## config.mk

```make
export PLATFORM = sky130hd
export DESIGN_NAME = uart_dce_rx_fifo
export DESIGN_NICKNAME = d
export VERILOG_FILES = /design/src/rtl/uart_dce_rx_fifo.sv
export SDC_FILE = /design/constraint.sdc
export NUM_CORES = 1
export LEC_CHECK = 0
export ABC_AREA = 1
export BUFFER_PORTS_ARGS = -buffer_cell sky130_fd_sc_hd__buf_4
export CAP_MARGIN = 20
export CORE_ASPECT_RATIO = 1.2
export CORE_MARGIN = 2
export CORE_UTILIZATION = 50
export CTS_BUF_LIST = sky130_fd_sc_hd__clkbuf_8 sky130_fd_sc_hd__clkbuf_16
export CTS_CLUSTER_SIZE = 28
export DETAILED_ROUTE_END_ITERATION = 10
export GPL_TIMING_DRIVEN = 0
export PLACE_DENSITY = 0.67
export REMOVE_ABC_BUFFERS = 1
export SLEW_MARGIN = 15
export SYNTH_ARGS = -nofsm -noshare
export SYNTH_HDL_FRONTEND = slang
export SYNTH_SLANG_ARGS = --single-unit
export TNS_END_PERCENT = 30
```

## constraint.sdc

```tcl
create_clock -name clock -period 7 [get_ports clock]
set_input_delay 0.7 -clock clock [delete_from_list [all_inputs] [get_ports clock]]
set_output_delay 0.7 -clock clock [all_outputs]
set_load 0.01 [all_outputs]
```

## src/rtl/uart_dce_rx_fifo.sv

```systemverilog
// uart_dce_rx_fifo: 8N1 UART receiver with divisor-set baud rate, FWFT byte FIFO and CTS flow control
module uart_dce_rx_fifo #(
   parameter int DATA_BITS     = 8,
   parameter int FIFO_DEPTH    = 16,
   parameter int CTS_THRESHOLD = 4
) (
   input  logic                          clock,
   input  logic                          reset,
   input  logic [31:0]                   dbr,
   input  logic                          rxd,
   output logic                          cts,
   output logic [DATA_BITS-1:0]          out_data,
   output logic                          out_valid,
   input  logic                          out_ready,
   output logic                          frame_err,
   output logic                          overrun,
   output logic [$clog2(FIFO_DEPTH):0]   fifo_count
);
   localparam int AW = $clog2(FIFO_DEPTH);
   localparam int IW = (DATA_BITS > 1) ? $clog2(DATA_BITS) : 1;
   typedef enum logic [2:0] {IDLE, START, DATA, STOP, WAIT_HIGH} state_t;
   state_t state, state_n;
   logic s1, rs;
   logic [31:0] per, per_n, cnt, cnt_n, pd;
   logic [IW-1:0] idx, idx_n;
   logic [DATA_BITS-1:0] sh, sh_n;
   logic push_req, ferr_n;
   logic [DATA_BITS-1:0] mem [FIFO_DEPTH];
   logic [AW-1:0] wp, rp;
   logic [AW:0] cnt_f, cnt_f_n;
   logic full, pop, push;
   assign pd = (dbr < 32'd2) ? 32'd2 : dbr;
   always_comb begin
      state_n  = state;
      per_n    = per;
      cnt_n    = (cnt == 32'd0) ? cnt : cnt - 32'd1;
      idx_n    = idx;
      sh_n     = sh;
      push_req = 1'b0;
      ferr_n   = 1'b0;
      case (state)
         IDLE: if (!rs) begin
            per_n   = pd;
            cnt_n   = (pd >> 1) - 32'd1;
            state_n = START;
         end
         START: if (cnt == 32'd0) begin
            state_n = rs ? IDLE : DATA;
            cnt_n   = per - 32'd1;
            idx_n   = '0;
         end
         DATA: if (cnt == 32'd0) begin
            sh_n    = {rs, sh[DATA_BITS-1:1]};
            cnt_n   = per - 32'd1;
            idx_n   = idx + 1'b1;
            state_n = (idx == IW'(DATA_BITS-1)) ? STOP : DATA;
         end
         STOP: if (cnt == 32'd0) begin
            push_req = rs;
            ferr_n   = !rs;
            state_n  = rs ? IDLE : WAIT_HIGH;
         end
         WAIT_HIGH: state_n = rs ? IDLE : WAIT_HIGH;
         default: state_n = IDLE;
      endcase
   end
   assign out_valid  = cnt_f != '0;
   assign full       = cnt_f == (AW+1)'(FIFO_DEPTH);
   assign pop        = out_valid & out_ready;
   // a full FIFO still accepts a byte when the head leaves on the same edge
   assign push       = push_req & (!full | pop);
   assign cnt_f_n    = cnt_f + (AW+1)'(push) - (AW+1)'(pop);
   assign out_data   = out_valid ? mem[rp] : '0;
   assign fifo_count = cnt_f;
   always_ff @(posedge clock)
      if (push) mem[wp] <= sh;
   always_ff @(posedge clock or negedge reset) begin
      if (!reset) begin
         s1        <= 1'b1;
         rs        <= 1'b1;
         state     <= IDLE;
         per       <= 32'd2;
         cnt       <= '0;
         idx       <= '0;
         sh        <= '0;
         wp        <= '0;
         rp        <= '0;
         cnt_f     <= '0;
         cts       <= 1'b0;
         frame_err <= 1'b0;
         overrun   <= 1'b0;
      end else begin
         s1        <= rxd;
         rs        <= s1;
         state     <= state_n;
         per       <= per_n;
         cnt       <= cnt_n;
         idx       <= idx_n;
         sh        <= sh_n;
         wp        <= push ? wp + 1'b1 : wp;
         rp        <= pop ? rp + 1'b1 : rp;
         cnt_f     <= cnt_f_n;
         cts       <= cnt_f_n <= (AW+1)'(FIFO_DEPTH - CTS_THRESHOLD);
         frame_err <= ferr_n;
         overrun   <= push_req & full & !pop;
      end
   end
endmodule

```

==> results.cfg, run 1 <==
[status]
outcome = finished, final reports clean

[route]
post_drt_wl_per_cell_um = 18.4
route.vias.total = 9913
wl_met3_um = 1480
drt_iter0_drc = 802
drc = 0
firstDrtPassIters = 7
met1_length_um = 12900
vias_per_cell = 5.63
met2_length_um = 16400
wl_um = 32300
drtAntennaViolNets = 0
routed.top_layer = met4

[place]
dp_hpwl_um = 22900
dpl_cell_area_mm2 = 0.0128
portBuffers = 52
place_inst = 1714
routabilityCongestion = 0.909

[final_layout]
final_nets = 1476
multi_input_area_mm2 = 0.00525
n_antenna_cell = 0
synthToLayoutAreaGrowth_pct = 12.9
design_area_mm2 = 0.0137
final_cells = 1760
layout-drive-gt1-share_pct = 12.5
register_area_mm2 = 0.00625
final_common_cell = nand2_1
num-fill-cells = 2189
layout_common_cells = 253 x nand2_1, 232 x nor2_1, 128 x edfxtp_1

[synthesis]
ys_ff_latch = 224
synth-xor-area-share_pct = 3.11
synth_top_family_by_area = simple AND/OR/NAND/NOR gates
synthCells = 1378
async_flop_share_pct = 42.9
yosysWarnings = 0
synth_compound_area_share_pct = 10.9
synth_edf_count = 128
ys.flop_type = edfxtp_1
yosysSeqAreaShare_pct = 51.7
synth-simple-area-share_pct = 26.5
syn_area_per_cell_um2 = 8.78
synthAdderAreaFrac_pct = 1.92
synthesis.area_mm2 = 0.0121
synthDistinctLibCells = 50
synthMuxAreaShare_pct = 0.869

[clocking]
clock_path_buffers = 3
numCtsBuffers = 24
cts_setup_buffers = 0
cts.sinks = 224
root_buffer = clkbuf_16
cts_tree = built
cts.repair.resized = 0
cts_hold_buf = 0
clk_pin_slew_worst_paths_ps = 60
htreeDepth = 1
clkLatencyLatePin_ps = 520

[die]
std_cell_rows = 62
core_area_mm2 = 0.0239
ios = 53
start_util_pct = 50.6
dieArea_mm2 = 0.0255
dieHeight_um = 174
fp.dieW_um = 146

[setup_path]
r2r-start = cnt[0]
critPathKind = reg2out
reg2reg_to = cts
end_kind = output pin
startpoint_type = flip-flop
r2r_cells = 17
rrSetupSlack_ps = 3430
required_ps = 6300
crit_path_max_fanout = 18
critPathArrivalTime_ps = 2920

[pwr]
p_leak_nw = 5.76
ir_worst_vdd_uv = 162
pwr_density_cell_mw_per_mm2 = 359

[grt]
grt_pass1_wl_um = 51800
track_usage_pct = 25.5
overflow = 0
grt_max_degree = 97
grt_pass1_vias = 9839
antenna_found_initial = 0

[timing]
setup_tns_ps = 0
finalCritPeriodShare_pct = 51.7
slew-limit-headroom_pct = 37.4
grt_setup_unrepaired = false
setup_viol = 0
fmax_mhz = 276
final_max_slew_viol_count = 0
worst_pin_slew_ps = 939
finClkSkew_ps = 7.34
min_period_ps = 3620
hold_violations = 0

[run]
drv_cap = 0

[min_path]
hold_path_class = in2async
## power by group
part	switching (mW)	internal, mW
Clock	0.525	0.792
Sequential	0.283	1.59
Combinational	1.05	0.659
Total	1.85	3.04
## worst max-delay path: stages (launching register included)
cell      delay [ps]
dfrtp_1          800
clkinv_1         730
o221ai_1         320
nand3_1          190
a21oi_1          210
buf_4            140
## sequential cells by signal, indices dropped and copies added, names as in the netlist
signal,cells
mem,128
fifo_count,5
frame_err,1
rs,1
per,32
cts,1
state,3
sh,8
wp,4
s1,1
overrun,1
cnt,32
rp,4
idx,3
## metal layers
| layer | global-route usage (%) | up-vias |
|---|---|---|
| li1 | - | 4821 |
| met1 | 30.6 | 4659 |
| met2 | 46.0 | 332 |
| met3 | 2.91 | 101 |
| met4 | 11.9 | 0 |
| met5 | 0 | - |
## worst max-delay path by stage
stage | slack, ps | end | from | depth (start not counted)
after floorplan | 3500 | out_data[4] | rp[0] | 7
after global placement | 1740 | out_data[5] | rp[0] | 6
after detailed placement | 3350 | out_data[6] | rp[1] | 6
after CTS | 2800 | out_data[6] | rp[1] | 6
after global routing | 3130 | cts | fifo_count[2] | 20
final | 3380 | out_data[2] | rp[2] | 5
## cells in the mapped netlist (12+ instances only)
cell,count,area (um2)
xor2_1,35,307
ha_1,17,213
dfrtp_1,93,2330
nand2_1,253,950
o21ai_0,112,561
nand4_1,27,169
inv_1,95,357
nor2_1,233,875
a21oi_1,30,150
nand3_1,115,576
o221ai_1,30,263
clkbuf_1,27,101
nor3_1,15,75.1
nor2_2,22,138
edfxtp_1,128,3840
o22ai_1,12,75.1
inv_2,13,48.8
## per-stage QoR
step           power (mW)  utilization, %  hold WS [ps]  worst slack (ps)
5_1_grt              5.22            57.2           281              3130
3_3_place_gp         3.50            53.2           346              1740
6_report             4.90            57.2           275              3380
3_5_place_dp         3.55            53.5           347              3350
4_1_cts              4.87            57.0           274              2800
2_1_floorplan        2.96               -           345              3500
## final cells by class
class | instances | area share, %
flip-flops and latches | 224 | 45.8
multi-input cells | 1001 | 38.4
clock buffers | 28 | 4.88
inverters | 113 | 3.12
well taps | 320 | 2.93
repair buffers | 58 | 3.69
clock inverters | 16 | 1.20
## cell families (layout without fill, tap and decap cells)
logic type,Yosys count,count (layout)
multiplexers,7,7
AO/OA/AOI/OAI,221,221
AND/OR/NAND/NOR,712,712
XOR/XNOR,43,43
buffers and inverters,153,215
adder cells (fa/ha/maj),18,18
flip-flops,224,224
Power figures use the tool's default switching activity.
==> inputs of run 2 (changes only) <==
Settings changed: ABC_AREA 1 to 0.
Clock period 7 ns to 3.49 ns, I/O delays scaled along.
==> run 2 against run 1 <==
The flow now finishes with violations (setup timing). Clock-buffer cell count fell by 1. Synthesized cell count fell by 35%. Core utilization up 1.2 points. Via count shrank 27%. Clock power increased by 92%. Global-route usage shrank 4.1 points. Worst setup slack got worse by 3400 ps. Critical path type is now reg2reg. Largest cell class unchanged. Highest routed layer unchanged.
==> results.cfg, run 2 <==
[pwr]
p_switching_mw = 1.87
intPower_mw = 4.98
swShare_pct = 27.3
p_clk_share_pct = 36.9
p_total_mw = 6.85
pwr_density_cell_mw_per_mm2 = 542
p_comb_share_pct = 15.1
ir_worst_vdd_uv = 488
seqPwrFrac_pct = 48.0
p_leak_nw = 5.00

[clocking]
cts_tree = built
clk_pin_slew_worst_paths_ps = 60
clock_path_buffers = 3
htreeDepth = 1
root_buffer = clkbuf_16
cts.sinks = 224
numCtsBuffers = 24
clkLatencyLatePin_ps = 530

[die]
dieHeight_um = 166
core_area_mm2 = 0.0216
std_cell_rows = 59
start_util_pct = 50.6
dieArea_mm2 = 0.0231
ios = 53
fp.dieW_um = 139

[route]
wl_um = 24600
route.vias.total = 7219
drc = 0
firstDrtPassIters = 6
vias_per_cell = 5.81
drt_iter0_drc = 525
drtAntennaViolNets = 0
post_drt_wl_per_cell_um = 19.8

[synthesis]
netlist_top_cells_count = 128 x edfxtp_1, 128 x nand2_1, 93 x dfrtp_1
yosys.area.top_type = edfxtp_1
synthCells = 896
ys.flop_type = edfxtp_1
syn_area_per_cell_um2 = 12.2
ys_ff_latch = 224
synth_edf_count = 128
yosysSeqAreaShare_pct = 57.1
synth_top_area_share_pct = 35.1
yosys-top-cells-area = edfxtp_1 35%, dfrtp_1 21%, mux4_2 8.2%
async_flop_share_pct = 42.9
synthDistinctLibCells = 61
synthesis.area_mm2 = 0.0110
yosysWarnings = 0

[place]
dp_hpwl_um = 16400
dp_slack_ps = -1260
dpl_cell_area_mm2 = 0.0116
routabilityCongestion = 0.839
portBuffers = 52
place_inst = 1184

[min_path]
hp-start = dbr[9]
hold_path_class = in2reg
hold-path-cell-count = 3
hold_end = per[9]

[setup_path]
r2r-start = cnt[20]
path_cells = or4_4 > or4_4 > or3_4 > nor2_4 > inv_2 > ha_4 > inv_2 > ha_4 > fa_2 > a21oi_2 > nor2_1 > nor2_1 > xnor2_1 > a21oi_1
end_kind = flip-flop
r2r_cells = 14
critPathArrivalTime_ps = 3950
crit_path_max_incr_delay_ps = 550
reg2reg_to = cts
rrSetupSlack_ps = -70
cp_slowest_cell = or4_4
crit_path_max_fanout = 2
critPathKind = reg2reg
startpoint_type = flip-flop
required_ps = 3880

[final_layout]
top_register = mem
synthToLayoutAreaGrowth_pct = 15.3
reg.largest.list = mem: 128 flops, cnt: 32 flops, per: 32 flops
layout_common_cells = 128 x edfxtp_1, 126 x nand2_1, 91 x dfrtp_1
layout-drive-gt1-share_pct = 20.8
num-fill-cells = 1798
design_area_mm2 = 0.0126
final_common_cell = edfxtp_1
final_cells = 1242
n_antenna_cell = 0
largest_reg_flops = 128
final_util_pct = 58.4
final_nets = 1004

[timing]
finClkSkew_ps = 28.6
grt_setup_unrepaired = true
slew-limit-headroom_pct = 24.9
setup_viol = 1
hold_ws_ps = 34.0
min_period_ps = 3560
final_max_slew_viol_count = 0
setup_ws_ps = -69.1
fmax_mhz = 281
setup_tns_ps = -69.1
finalCritPeriodShare_pct = 102
hold_violations = 0
worst_pin_slew_ps = 1120

[grt]
track_usage_pct = 21.4
antenna_found_initial = 0
grt_pass1_wl_um = 39300
grt_pass1_vias = 7286
grt_max_degree = 97
overflow = 0

[run]
drv_cap = 0

[status]
violations = setup timing
outcome = finished with violations
run 2: cell count changes in the layout (fill, tap and decap cells not counted), sizes merged, moves of 26 or more:
| cell | before | now |
|---|---|---|
| nor3 | 16 | 43 |
| xnor2 | 8 | 48 |
| inv | 111 | 21 |
| o21ai | 121 | 36 |
| mux4 | 0 | 40 |
| nand3 | 120 | 12 |
| o221ai | 30 | 4 |
| nand2 | 264 | 128 |
| nor2 | 266 | 61 |
run 2: cell type report:
cell class,instances,area (um2),share of cell area [%]
Clock buffer,27,664,5.26
Inverter,17,63.8,0.506
Multi-Input combinational cell,613,4580,36.3
Clock inverter,17,144,1.14
Tap cell,274,343,2.72
Timing Repair Buffer,70,572,4.53
Sequential cell,224,6250,49.6
run 2: what timing repair did:
item	CTS	global route
gates resized for setup	18	9
hold buffers	2	0
pin swaps	10	1
setup endpoints to repair	164	85
buffers inserted	12	0
hold endpoints to repair	85	0
run 2: power by group through the flow:
stage | combinational (mW) | sequential, mW | clock (mW)
after floorplan | 0.660 | 3.30 | 0
after global placement | 0.903 | 3.41 | 0
after detailed placement | 0.998 | 3.35 | 0
after CTS | 1.05 | 3.30 | 2.57
after global routing | 1.15 | 3.34 | 2.68
final | 1.04 | 3.28 | 2.53
run 2: cell families after synthesis:
logic type                 Yosys count  synth area share, %
buffers and inverters               59                 2.33
xor gates and xnor gates            86                 6.88
adders and majority gates           18                 2.12
DFF                                224                 57.1
and+or+nand+nor                    348                 15.8
AOI/OAI and AO/OA                  110                 6.46
muxes                               51                 9.35
run 2: worst max-delay path by stage:
stage               slack [ps]  endpoint      from  depth (start not counted)
floorplan                 -260       cts    cnt[0]                         16
global placement         -1500   cnt[22]  state[0]                          5
detailed placement       -1260   cnt[22]   dbr[14]                         12
CTS                        -50       cts    cnt[1]                         16
global route              -150       cts   cnt[20]                         14
finish                     -70       cts   cnt[20]                         14
run 2: per-layer routing:
| layer | vias up | GRT usage, % | wire (um) | share of wire (%) |
|---|---|---|---|---|
| met5 | - | 0 | 0 | 0 |
| met4 | 0 | 8.30 | 879 | 3.6 |
| met3 | 58 | 2.77 | 1020 | 4.1 |
| met2 | 193 | 38.7 | 12800 | 52 |
| met1 | 3523 | 26.1 | 9920 | 40 |
| li1 | 3445 | - | - | - |
run 2: critical path: cells and delay by family, from the launching register on:
| kind | cells | cell delay (ps) |
|---|---|---|
| xor gates and xnor gates | 1 | 150 |
| adders and majority gates | 3 | 780 |
| buffers and inverters | 2 | 110 |
| AOI/OAI and AO/OA | 2 | 210 |
| DFF | 1 | 390 |
| and+or+nand+nor | 6 | 1790 |
